### src/rtl/regfile_wb_arbiter_if.sv
// rtl/regfile_wb_arbiter_if.sv - core/LU/register-file write-port bundle
// The master side drives core and LU requests; the slave side is the arbiter.
interface regfile_wb_arbiter_if;
  logic        core_wen;
  logic [4:0]  core_rd;
  logic [31:0] core_data;
  logic [4:0]  rs1_addr;
  logic [4:0]  rs2_addr;
  logic        lu_issue;
  logic [4:0]  lu_issue_rd;
  logic        lu_valid;
  logic [4:0]  lu_rd;
  logic [31:0] lu_data;
  logic        lu_ready;
  logic        core_stall;
  logic        RegWEn;
  logic [4:0]  rd_addr;
  logic [31:0] rd_data;
  logic        sb_error;

  modport master (
    output core_wen, core_rd, core_data, rs1_addr, rs2_addr,
    output lu_issue, lu_issue_rd, lu_valid, lu_rd, lu_data,
    input  lu_ready, core_stall, RegWEn, rd_addr, rd_data, sb_error
  );

  modport slave (
    input  core_wen, core_rd, core_data, rs1_addr, rs2_addr,
    input  lu_issue, lu_issue_rd, lu_valid, lu_rd, lu_data,
    output lu_ready, core_stall, RegWEn, rd_addr, rd_data, sb_error
  );
endinterface

### src/rtl/regfile_wb_arbiter.sv
// rtl/regfile_wb_arbiter.sv - shares the register-file write port between core writeback and a long-latency unit
// LU results queue in a 2-entry FIFO, drain into idle port cycles, and are tracked by a pending scoreboard.
module regfile_wb_arbiter #(
  parameter int STARVE_LIMIT = 4
) (
  input logic              clk,
  input logic              rst,
  regfile_wb_arbiter_if.slave bus
);

  logic [1:0]  count;
  logic [4:0]  head_rd;
  logic [31:0] head_data;
  logic [4:0]  tail_rd;
  logic [31:0] tail_data;
  logic [31:0] pending;
  logic [31:0] pending_next;
  logic [3:0]  age;
  logic        stall_q;
  logic        error_q;
  logic        error_set;
  logic        push;
  logic        pop;
  logic        core_own;
  logic        stall;

  assign bus.lu_ready = (count != 2'd2);
  assign push         = bus.lu_valid & bus.lu_ready;
  assign core_own     = bus.core_wen & (bus.core_rd != 5'd0);
  assign pop          = ~core_own & (count != 2'd0);

  // A write to x0 is a no-op, so it leaves the port free for the FIFO head.
  always_comb begin
    bus.RegWEn  = 1'b0;
    bus.rd_addr = 5'd0;
    bus.rd_data = 32'd0;
    if (core_own) begin
      bus.RegWEn  = 1'b1;
      bus.rd_addr = bus.core_rd;
      bus.rd_data = bus.core_data;
    end else if (pop) begin
      bus.RegWEn  = 1'b1;
      bus.rd_addr = head_rd;
      bus.rd_data = head_data;
    end
  end

  // pending[0] is held clear, so x0 never contributes to a stall.
  assign stall = pending[bus.rs1_addr]
               | pending[bus.rs2_addr]
               | (bus.core_wen & pending[bus.core_rd])
               | (age >= 4'(STARVE_LIMIT));
  assign bus.core_stall = stall;
  assign bus.sb_error   = error_q;

  always_comb begin
    pending_next = pending;
    if (pop)
      pending_next[head_rd] = 1'b0;
    if (bus.lu_issue && bus.lu_issue_rd != 5'd0)
      pending_next[bus.lu_issue_rd] = 1'b1;
    pending_next[0] = 1'b0;
  end

  always_comb begin
    error_set = 1'b0;
    if (push && bus.lu_rd != 5'd0 && !pending[bus.lu_rd])
      error_set = 1'b1;
    if (bus.lu_issue && pending[bus.lu_issue_rd])
      error_set = 1'b1;
    if (bus.core_wen && stall_q)
      error_set = 1'b1;
  end

  always_ff @(posedge clk or posedge rst) begin
    if (rst) begin
      count     <= 2'd0;
      head_rd   <= 5'd0;
      head_data <= 32'd0;
      tail_rd   <= 5'd0;
      tail_data <= 32'd0;
      pending   <= 32'd0;
      age       <= 4'd0;
      stall_q   <= 1'b0;
      error_q   <= 1'b0;
    end else begin
      case ({push, pop})
        2'b10: begin
          if (count == 2'd0) begin
            head_rd   <= bus.lu_rd;
            head_data <= bus.lu_data;
          end else begin
            tail_rd   <= bus.lu_rd;
            tail_data <= bus.lu_data;
          end
          count <= count + 2'd1;
        end
        2'b01: begin
          head_rd   <= tail_rd;
          head_data <= tail_data;
          count     <= count - 2'd1;
        end
        // Push with pop only happens at count 1: the new entry becomes the head.
        2'b11: begin
          head_rd   <= bus.lu_rd;
          head_data <= bus.lu_data;
        end
        default: ;
      endcase

      if (count == 2'd0 || pop)
        age <= 4'd0;
      else if (age != 4'hF)
        age <= age + 4'd1;

      pending <= pending_next;
      stall_q <= stall;
      if (error_set)
        error_q <= 1'b1;
    end
  end

endmodule
### src/flat_wrapper.sv
// flat-port wrapper written by rule: the top's interface ports become plain ports
module regfile_wb_arbiter_flat 
#(
  parameter int STARVE_LIMIT = 4
)
  (clk, rst, bus_core_wen, bus_core_rd, bus_core_data, bus_rs1_addr, bus_rs2_addr, bus_lu_issue, bus_lu_issue_rd, bus_lu_valid, bus_lu_rd, bus_lu_data, bus_lu_ready, bus_core_stall, bus_RegWEn, bus_rd_addr, bus_rd_data, bus_sb_error);
  regfile_wb_arbiter_if bus_i ();
  input logic clk;
  input logic rst;
  input wire logic [$bits(bus_i.core_wen)-1:0] bus_core_wen;
  input wire logic [$bits(bus_i.core_rd)-1:0] bus_core_rd;
  input wire logic [$bits(bus_i.core_data)-1:0] bus_core_data;
  input wire logic [$bits(bus_i.rs1_addr)-1:0] bus_rs1_addr;
  input wire logic [$bits(bus_i.rs2_addr)-1:0] bus_rs2_addr;
  input wire logic [$bits(bus_i.lu_issue)-1:0] bus_lu_issue;
  input wire logic [$bits(bus_i.lu_issue_rd)-1:0] bus_lu_issue_rd;
  input wire logic [$bits(bus_i.lu_valid)-1:0] bus_lu_valid;
  input wire logic [$bits(bus_i.lu_rd)-1:0] bus_lu_rd;
  input wire logic [$bits(bus_i.lu_data)-1:0] bus_lu_data;
  output wire logic [$bits(bus_i.lu_ready)-1:0] bus_lu_ready;
  output wire logic [$bits(bus_i.core_stall)-1:0] bus_core_stall;
  output wire logic [$bits(bus_i.RegWEn)-1:0] bus_RegWEn;
  output wire logic [$bits(bus_i.rd_addr)-1:0] bus_rd_addr;
  output wire logic [$bits(bus_i.rd_data)-1:0] bus_rd_data;
  output wire logic [$bits(bus_i.sb_error)-1:0] bus_sb_error;
  assign bus_i.core_wen = bus_core_wen;
  assign bus_i.core_rd = bus_core_rd;
  assign bus_i.core_data = bus_core_data;
  assign bus_i.rs1_addr = bus_rs1_addr;
  assign bus_i.rs2_addr = bus_rs2_addr;
  assign bus_i.lu_issue = bus_lu_issue;
  assign bus_i.lu_issue_rd = bus_lu_issue_rd;
  assign bus_i.lu_valid = bus_lu_valid;
  assign bus_i.lu_rd = bus_lu_rd;
  assign bus_i.lu_data = bus_lu_data;
  assign bus_lu_ready = bus_i.lu_ready;
  assign bus_core_stall = bus_i.core_stall;
  assign bus_RegWEn = bus_i.RegWEn;
  assign bus_rd_addr = bus_i.rd_addr;
  assign bus_rd_data = bus_i.rd_data;
  assign bus_sb_error = bus_i.sb_error;
  regfile_wb_arbiter #(.STARVE_LIMIT(STARVE_LIMIT)) u_core (.clk(clk), .rst(rst), .bus(bus_i));
endmodule
### config.mk
export PLATFORM = sky130hd
export DESIGN_NAME = regfile_wb_arbiter_flat
export DESIGN_NICKNAME = d
export VERILOG_FILES = /design/src/rtl/regfile_wb_arbiter_if.sv /design/src/rtl/regfile_wb_arbiter.sv /design/src/flat_wrapper.sv
export SDC_FILE = /design/constraint.sdc
export NUM_CORES = 1
export LEC_CHECK = 0
export CAP_MARGIN = 20
export CORE_AREA = 2 2 112 114
export DETAILED_ROUTE_END_ITERATION = 10
export DIE_AREA = 0 0 114 116
export PLACE_DENSITY = 0.95
export RECOVER_POWER = 50
export SETUP_SLACK_MARGIN = 0.4
export SLEW_MARGIN = 15
export SYNTH_ARGS = -nofsm -noshare
export SYNTH_HDL_FRONTEND = slang
export SYNTH_SLANG_ARGS = --single-unit
### constraint.sdc
create_clock -name clk -period 5.3 [get_ports clk]
set_clock_uncertainty 0.1 [all_clocks]
set_input_delay 0.53 -clock clk [delete_from_list [all_inputs] [get_ports clk]]
set_output_delay 0.53 -clock clk [all_outputs]
set_load 0.05 [all_outputs]
**Word level (Yosys, flattened, before mapping)**

Cells that the tools add are included.
Widths: inputs -> output; s select.

- Add/subtract/negate cells: 3
- Multipliers: 0
- Div/mod/pow operators: 0
- $lt $le $gt $ge: 9
- Equality and inequality tests: 6
- Shifts and indexed selects: 0
- Mux-type cells: 32
- Bitwise logic cells: 12
- Reductions and logical operators: 19

Operator list:

| kind | count |
|---|---|
| $mux 32 | 5 |
| $pmux 32 s3 | 1 |
| $lt 5x6->1 const B | 6 |
| $and 32x32->32 | 1 |
| $not 32->32 | 1 |
| $or 32x32->32 | 1 |
| $bmux 1 s5 | 5 |
| $mux 5 | 3 |
| $pmux 5 s3 | 1 |
| $reduce_bool 5->1 | 3 |
| $mux 1 | 12 |
| $demux 1 s5 | 2 |
| $ge 5x1->1 const B | 2 |
| $mux 4 | 2 |
| $logic_and 1x1->1 | 7 |
| $reduce_bool 2->1 | 3 |
| $add 4x1->4 const B | 1 |
| $and 1x1->1 | 4 |
| $eq 2x2->1 const B | 2 |
| $ge 4x3->1 const B | 1 |
| $ne 4x4->1 const B | 1 |
| $pmux 2 s2 | 1 |
| $reduce_and 2->1 | 2 |
| $or 1x1->1 | 3 |
| 10 further kinds | 11 |

- Flip-flop bits (word level): 113
- Latch bits: 0
- Memory bits (writable): 0
- Memory bits (read-only): 0
- Input port bits: 94
- Output and inout port bits: 41
- Logic and storage cells: 90
- Memories kept: 0

**Logic depth before layout (Yosys ltp)**

Gate-level depths: netlist of run 1.

- Word-level depth: 9
- Gate-level depth with buffers: 9
- Depth with buffers taken out: 7

**Least setup slack after synthesis of run 1**

OpenSTA, ideal clock, no wires.

- Path kind: input to output
- Start point: input bus_core_rd[2]
- End point: output bus_rd_addr[1]
- Data arrival time: 2,785 ps
- Data required time: 4,670 ps
- Setup slack: 1,885 ps
- Cell stages on the path: 6
- Path buffers: 1
- Cells stage by stage: or4_4 o21a_1 buf_6 nor2_1 inv_1 o21ai_0

- Word-level cells in the longest chain between the ends: 6

RTL lines:

| what | RTL line | RTL |
|---|---|---|
| start, declared | flat_wrapper.sv:11 | `input wire logic [$bits(bus_i.core_rd)-1:0] bus_core_rd;` |
| $reduce_bool 5->1 * | regfile_wb_arbiter.sv:29 | `assign core_own = bus.core_wen & (bus.core_rd != 5'd0);` |
| $and 1x1->1 * | regfile_wb_arbiter.sv:29 |  |
| $not 1->1 | regfile_wb_arbiter.sv:30 | `assign pop = ~core_own & (count != 2'd0);` |
| $and 1x1->1 | regfile_wb_arbiter.sv:30 |  |
| $mux 5 | regfile_wb_arbiter.sv:41 | `end else if (pop) begin` |
| $mux 5 * | regfile_wb_arbiter.sv:37 | `if (core_own) begin` |
| end, declared | flat_wrapper.sv:23 | `output wire logic [$bits(bus_i.rd_addr)-1:0] bus_rd_addr;` |

Every way passes the cells marked *; elsewhere a longest branch is shown, timed or not.

**Worst setup path after layout of run 1**

- Start point: input bus_core_rd[1]
- End point: output bus_rd_addr[1]

- Word-level cells in the longest chain between the ends: 6

RTL lines:

| what | RTL line |
|---|---|
| $reduce_bool 5->1 | regfile_wb_arbiter.sv:29 |
| $and 1x1->1 | regfile_wb_arbiter.sv:29 |
| $not 1->1 | regfile_wb_arbiter.sv:30 |
| $and 1x1->1 | regfile_wb_arbiter.sv:30 |
| $mux 5 | regfile_wb_arbiter.sv:41 |
| $mux 5 * | regfile_wb_arbiter.sv:37 |

Marks and branches as above.

==> results of run 1 <==
## per-layer routing
| layer | track usage (%) | wire length, um |
|---|---|---|
| met3 | 10.9 | 2110 |
| met5 | 0 | 0 |
| met4 | 12.2 | 559 |
| met1 | 39.7 | 7590 |
| met2 | 51.3 | 9820 |
## worst max-delay path: stages
cell and delay (ns):
dlygate4sd3_1 0.73, or4_1 0.57, o21a_1 0.22, nor2_1 0.34
inv_1 0.11, o21ai_0 0.26, clkdlybuf4s50_1 0.90
## where the power goes
group          internal [mW]  leakage (nW)  switching (mW)  total, mW
Sequential              1.29          1.33           0.518       1.81
Combinational          0.957          1.91            1.17       2.13
Clock                  0.695         0.279           0.395       1.09
## stage by stage
step	util [%]	instances	area, um^2	hold slack, ns	setup slack [ns]
after floorplan	-	642	6600	0.371	1.68
after global placement	67.0	882	7980	0.387	1.15
after detailed placement	67.0	882	7980	0.393	1.10
after CTS	71.7	913	8540	0.405	1.08
after global routing	71.5	913	8520	0.412	0.826
final	71.5	913	8520	0.405	1.01
## area by class of cell
type / instances / area [um^2] / share of cell area (%)
Clock buffer: 20 / 447 / 5.24
Clock inverter: 11 / 115 / 1.35
Tap cell: 147 / 184 / 2.16
Timing Repair Buffer: 138 / 1370 / 16.1
Sequential cell: 113 / 2830 / 33.2
Inverter: 7 / 27.5 / 0.323
Multi-Input combinational cell: 477 / 3550 / 41.7
## synthesized netlist by cell type, types with 6 or more instances
master      n
dfrtp_1   113
nand2_1    85
mux2i_1    56
o21ai_0    52
nor2_1     49
a21oi_1    41
nand3_1    41
mux2_2     40
mux4_2     36
clkbuf_1   27
o21ai_1    14
buf_2      10
inv_1       7
nand2b_1    6
nand4_1     6
## kinds of logic (layout without fill, tap and decap cells)
group,count (synthesis),in the layout,share of synthesized area [%]
AO/OA/AOI/OAI,129,129,10.7
flip-flops,113,113,42.8
adder cells (fa/ha/maj),4,4,0.758
buffers and inverters,52,176,3.43
XOR/XNOR,4,4,0.531
AND/OR/NAND/NOR,208,208,14.1
multiplexers,132,132,27.6
## worst paths after layout
path	end	depth (start not counted)	start
setup / recovery	bus_rd_addr[1]	7	bus_core_rd[1]
hold / removal	u_core.tail_data[21]$_DFFE_PP0P_	1	u_core.tail_data[21]$_DFFE_PP0P_
setup reg to reg	u_core.head_data[1]$_DFFE_PP0P_	6	u_core.count[0]$_DFFE_PP0P_
hold reg to reg	u_core.tail_data[21]$_DFFE_PP0P_	1	u_core.tail_data[21]$_DFFE_PP0P_
max in group asynchronous	u_core.tail_data[19]$_DFFE_PP0P_	3	rst
min in group asynchronous	u_core.tail_data[30]$_DFFE_PP0P_	2	rst
## flip-flops by register name (all words and copies together) (netlist names)
signal / count
u_core.age: 4
u_core.bus.sb_error: 1
u_core.count: 2
u_core.head_data: 32
u_core.head_rd: 5
u_core.pending: 31
u_core.stall_q: 1
u_core.tail_data: 32
u_core.tail_rd: 5
==> metrics, run 1 <==
Yosys top cell by area=dfrtp_1; largest net degree at the start of global routing=65; Synth Area per Inst=10.3 um^2; reg2reg setup slack=2.47 ns; Layout area overhead=29.1%; WS Path Type=input pin to output port; final setup violation count=0; Final Hold Vio Count=0; Hold Path Class=register to register; sequential fraction of the synthesis area=a little over two fifths; total power=~5.0 mW; fill count=approximately 830; Hold Buf Count CTS=0; Synth Cell Area=roughly 6600 um^2; RePlAce Congestion=between 1 and 1.5; count of state elements after synthesis=113; min Tclk post-route=4.29 ns; Die X=about 110 um; setup bufs post-CTS=0; GRT Util Overall=approximately a third; Remaining DRCs=0; Worst slew margin=-76.6%; pwr dens=590 nW/um^2; H-tree depth=4; worst slew pin tran=2.64 ns; Crit Path Max Fanout=11; CTS Root Cell=clkbuf_16; Synth Warn #=0; Clock Sinks=~110; wirelength, routed=about 20000 um; Synth Instances=642; Post-synth EDFFs=0; Synth Flop Type=dfrtp_1; n_diodes=0; commonest cells after routing, fill and taps aside=128 x clkdlybuf4s50_1, 113 x dfrtp_1, 84 x nand2_1; Peak Freq=approximately 230 MHz; first-pass GRT wire length=31900 um; Routed Antenna Nets=0; FFs w/ async S/R, synth=between 90% and 100%; area of the die=between 10000 and 15000 um^2; P_leak=3.51 nW; post-detailed-placement half-perimeter wirelength=between 10000 and 15000 um; Crit. End Element=output port; I/O pin total=approximately 140; Critical Path AT=3.66 ns; core region area=roughly 12000 um^2; most common cell after layout, fill and taps aside=clkdlybuf4s50_1; effective utilization at floorplan=between 50 and 60%; Worst-Skew Late Latency=~0.42 ns; worst path required time=about 4.7 ns; First DRT Iteration DRCs=530; Synth cell types=46; DR WL/cell=around 22 um; row cnt=40; vias in the first global route=about 6100; CP Launch Type=input pin; Setup TNS=0 ns; fraction of layout instances using a drive strength above 1=between 15 and 20%; DRT Pass-1 Iters=6; port buffer count=134; Max Cap Violations=1; drt via density=6.46; CTS max path bufs=2; syn nets=740; CTS tree=yes; RSZ-0062 raised after global routing=no; GRT overflow=0; Nets=~850; CTS Buf Count=17; status=finished with violations; vias=between 5000 and 6000; VDD IR-drop max=0.399 mV; initial antenna violation count=0; Die H=116 um; Final period util=around four fifths; Slew Viols, Final=between 50 and 60; failing checks=max-capacitance violations, max-slew violations; Clock transition at path regs=0.05 ns; top-area cell type share of the netlist area=between 40% and 50%; post-cts sizing count=0; Area contributors post-synth=dfrtp_1 43%, mux4_2 12%, mux2i_1 8.5%, mux2_2 6.8%, nand2_1 4.8%
Note: power is estimated with default switching activity, not from simulation.
==> run 2, diff against run 1 <==
Settings changed: CORE_AREA 2 2 112 114 to 2 2 122 124, DIE_AREA 0 0 114 116 to 0 0 124 126, PLACE_DENSITY 0.95 to 0.86.
Clock period 5.3 ns to 3.9 ns, I/O delays scaled along.
==> metrics, run 2 (same netlist as run 1, synthesis figures left out) <==
Peak Freq=307 MHz; Worst-Skew Late Latency=0.43 ns; grt met3 use=a little under a tenth; worst path buffer plus inverter count=3; slowest cell delay on critical path=a little over 0.6 ns; Die H=126 um; WS Path Type=input pin to output port; failing checks=max-capacitance violations, max-slew violations; core region area=approximately 14000 um^2; final setup violation count=0; drt via density=a little over 6; First DRT Iteration DRCs=~710; VDD IR-drop max=between 0.4 and 0.5 mV; port buffer count=~130; pwr dens=roughly 800 nW/um^2; I/O pin total=roughly 140; status=finished with violations; wirelength, routed=between 15000 and 20000 um; worst slew pin tran=approximately 2.5 ns; Slew Viols, Final=56; Clock transition at path regs=roughly 0.05 ns; placed instance area=between 8000 and 9000 um^2; busiest layer in global routing=met2; Nets=859; worst path required time=about 3.4 ns; M1 GR Usage=approximately a third; RePlAce Congestion=approximately 0.93; GRT met2 Usage=39.4%; fraction of layout instances using a drive strength above 1=a little over a fifth; CTS Buf Count=17; largest net degree at the start of global routing=59; Worst slew margin=-66.7%; CP Cell Sequence=dlygate4sd3_1 -> or4_1 -> o21a_1 -> buf_4 -> o31ai_1 -> buf_12; CTS max path bufs=2; Inst Count DP=about 930; post-detailed-placement half-perimeter wirelength=about 13000 um; Critical Path AT=around 2.8 ns; vias in the first global route=5947; Remaining DRCs=0; Hold Path Class=register to register; Critical-path top delay cell=dlygate4sd3_1; effective utilization at floorplan=46.1%; GRT overflow=0; row cnt=44; H-tree depth=4; P_leak=between 3 and 4 nW; Hold Buf Count CTS=0; Die X=approximately 120 um; CTS tree=yes; DR WL/cell=a little over 20 um; initial antenna violation count=1; area of the die=approximately 16000 um^2; Final period util=83.5%; Routed Antenna Nets=0; Layout area overhead=37.0%; n_diodes=0; cell depth of the worst setup path=6; first-pass GRT wire length=between 30000 and 40000 um; WHS=approximately 0.41 ns; RSZ-0062 raised after global routing=no; fill count=1063; CP delay by family, top=buffers and inverters; GRT Util Overall=26.4%; Max Cap Violations=1; vias=about 5900; hold depth=1; Final Hold Vio Count=0; Clock Sinks=approximately 110; worst-case reg-to-reg path depth=4; CP Launch Type=input pin; commonest cells after routing, fill and taps aside=113 x dfrtp_1, 88 x clkdlybuf4s50_1, 85 x nand2_1; most common cell after layout, fill and taps aside=dfrtp_1; Layout Cells excl Fill=~960; design area=9040 um^2; min Tclk post-route=roughly 3.3 ns; DRT Pass-1 Iters=7; CTS Root Cell=clkbuf_16; Setup TNS=0 ns; Regs by FF count=u_core.head_data: 32 flops, u_core.tail_data: 32 flops, u_core.pending: 31 flops; Crit. End Element=output port; Crit Path Max Fanout=37
[run 2: cell count changes in the layout (fill, tap and decap cells not counted), moves of 2 or more]
cell and delta:
inv_6 +2, clkbuf_8 +2, o21ai_1 +3, clkinv_2 -3, clkdlybuf4s50_1 -40, o21ai_0 -4, buf_12 +39, clkinv_4 -2
clkinvlp_4 +4, buf_4 +6
[run 2: what timing repair did]
action | in CTS | in global routing
resized for setup | 0 | 2
endpoints found under the setup margin | 0 | 1
setup buffers | 0 | 0
[run 2: power breakdown]
part           total [mW]  switching [mW]  internal [mW]
clock network        1.56           0.567          0.989
logic                3.23            1.65           1.58
registers            2.44           0.686           1.75
[run 2: stage by stage]
step	worst slack (ns)	total power [mW]	utilization, %
2_1_floorplan	0.423	4.28	-
3_3_place_gp	0.531	5.47	59.1
3_5_place_dp	0.443	5.61	59.1
4_1_cts	0.425	7.21	63.3
5_1_grt	0.473	7.59	63.2
6_report	0.643	7.23	63.2
[run 2: layout make-up]
| type | count | area [um^2] | area share, % |
|---|---|---|---|
| Clock buffer | 20 | 467 | 5.16 |
| Sequential cell | 113 | 2830 | 31.3 |
| Multi-Input combinational cell | 477 | 3550 | 39.3 |
| Inverter | 7 | 27.5 | 0.304 |
| Clock inverter | 12 | 130 | 1.44 |
| Tap cell | 184 | 230 | 2.55 |
| Timing Repair Buffer | 145 | 1810 | 20.0 |
[run 2: worst paths after layout]
kind / slack (ns) / from / endpoint
hold / removal: 0.41 / u_core.tail_data[2]$_DFFE_PP0P_ / u_core.tail_data[2]$_DFFE_PP0P_
hold reg to reg: 0.41 / u_core.tail_data[2]$_DFFE_PP0P_ / u_core.tail_data[2]$_DFFE_PP0P_
max in group asynchronous: 1.56 / rst / u_core.tail_data[9]$_DFFE_PP0P_
setup reg to reg: 1.38 / u_core.count[0]$_DFFE_PP0P_ / u_core.tail_data[28]$_DFFE_PP0P_
setup / recovery: 0.64 / bus_core_rd[2] / bus_rd_addr[0]
min in group asynchronous: 0.99 / rst / u_core.tail_data[30]$_DFFE_PP0P_
[run 2: metal layers]
layer	part of all wire [%]	wire length [um]
met4	5.6	1090
met2	46	9020
met1	38	7420
met3	9.9	1930
met5	0	0
[run 2: worst reg2reg max path, delay by kind of cell, from the launching register on]
family / cells / cell delay, ns
mux: 1 / 0.41
buf+inv: 1 / 0.60
simple gates: 2 / 0.85
flops: 1 / 0.42
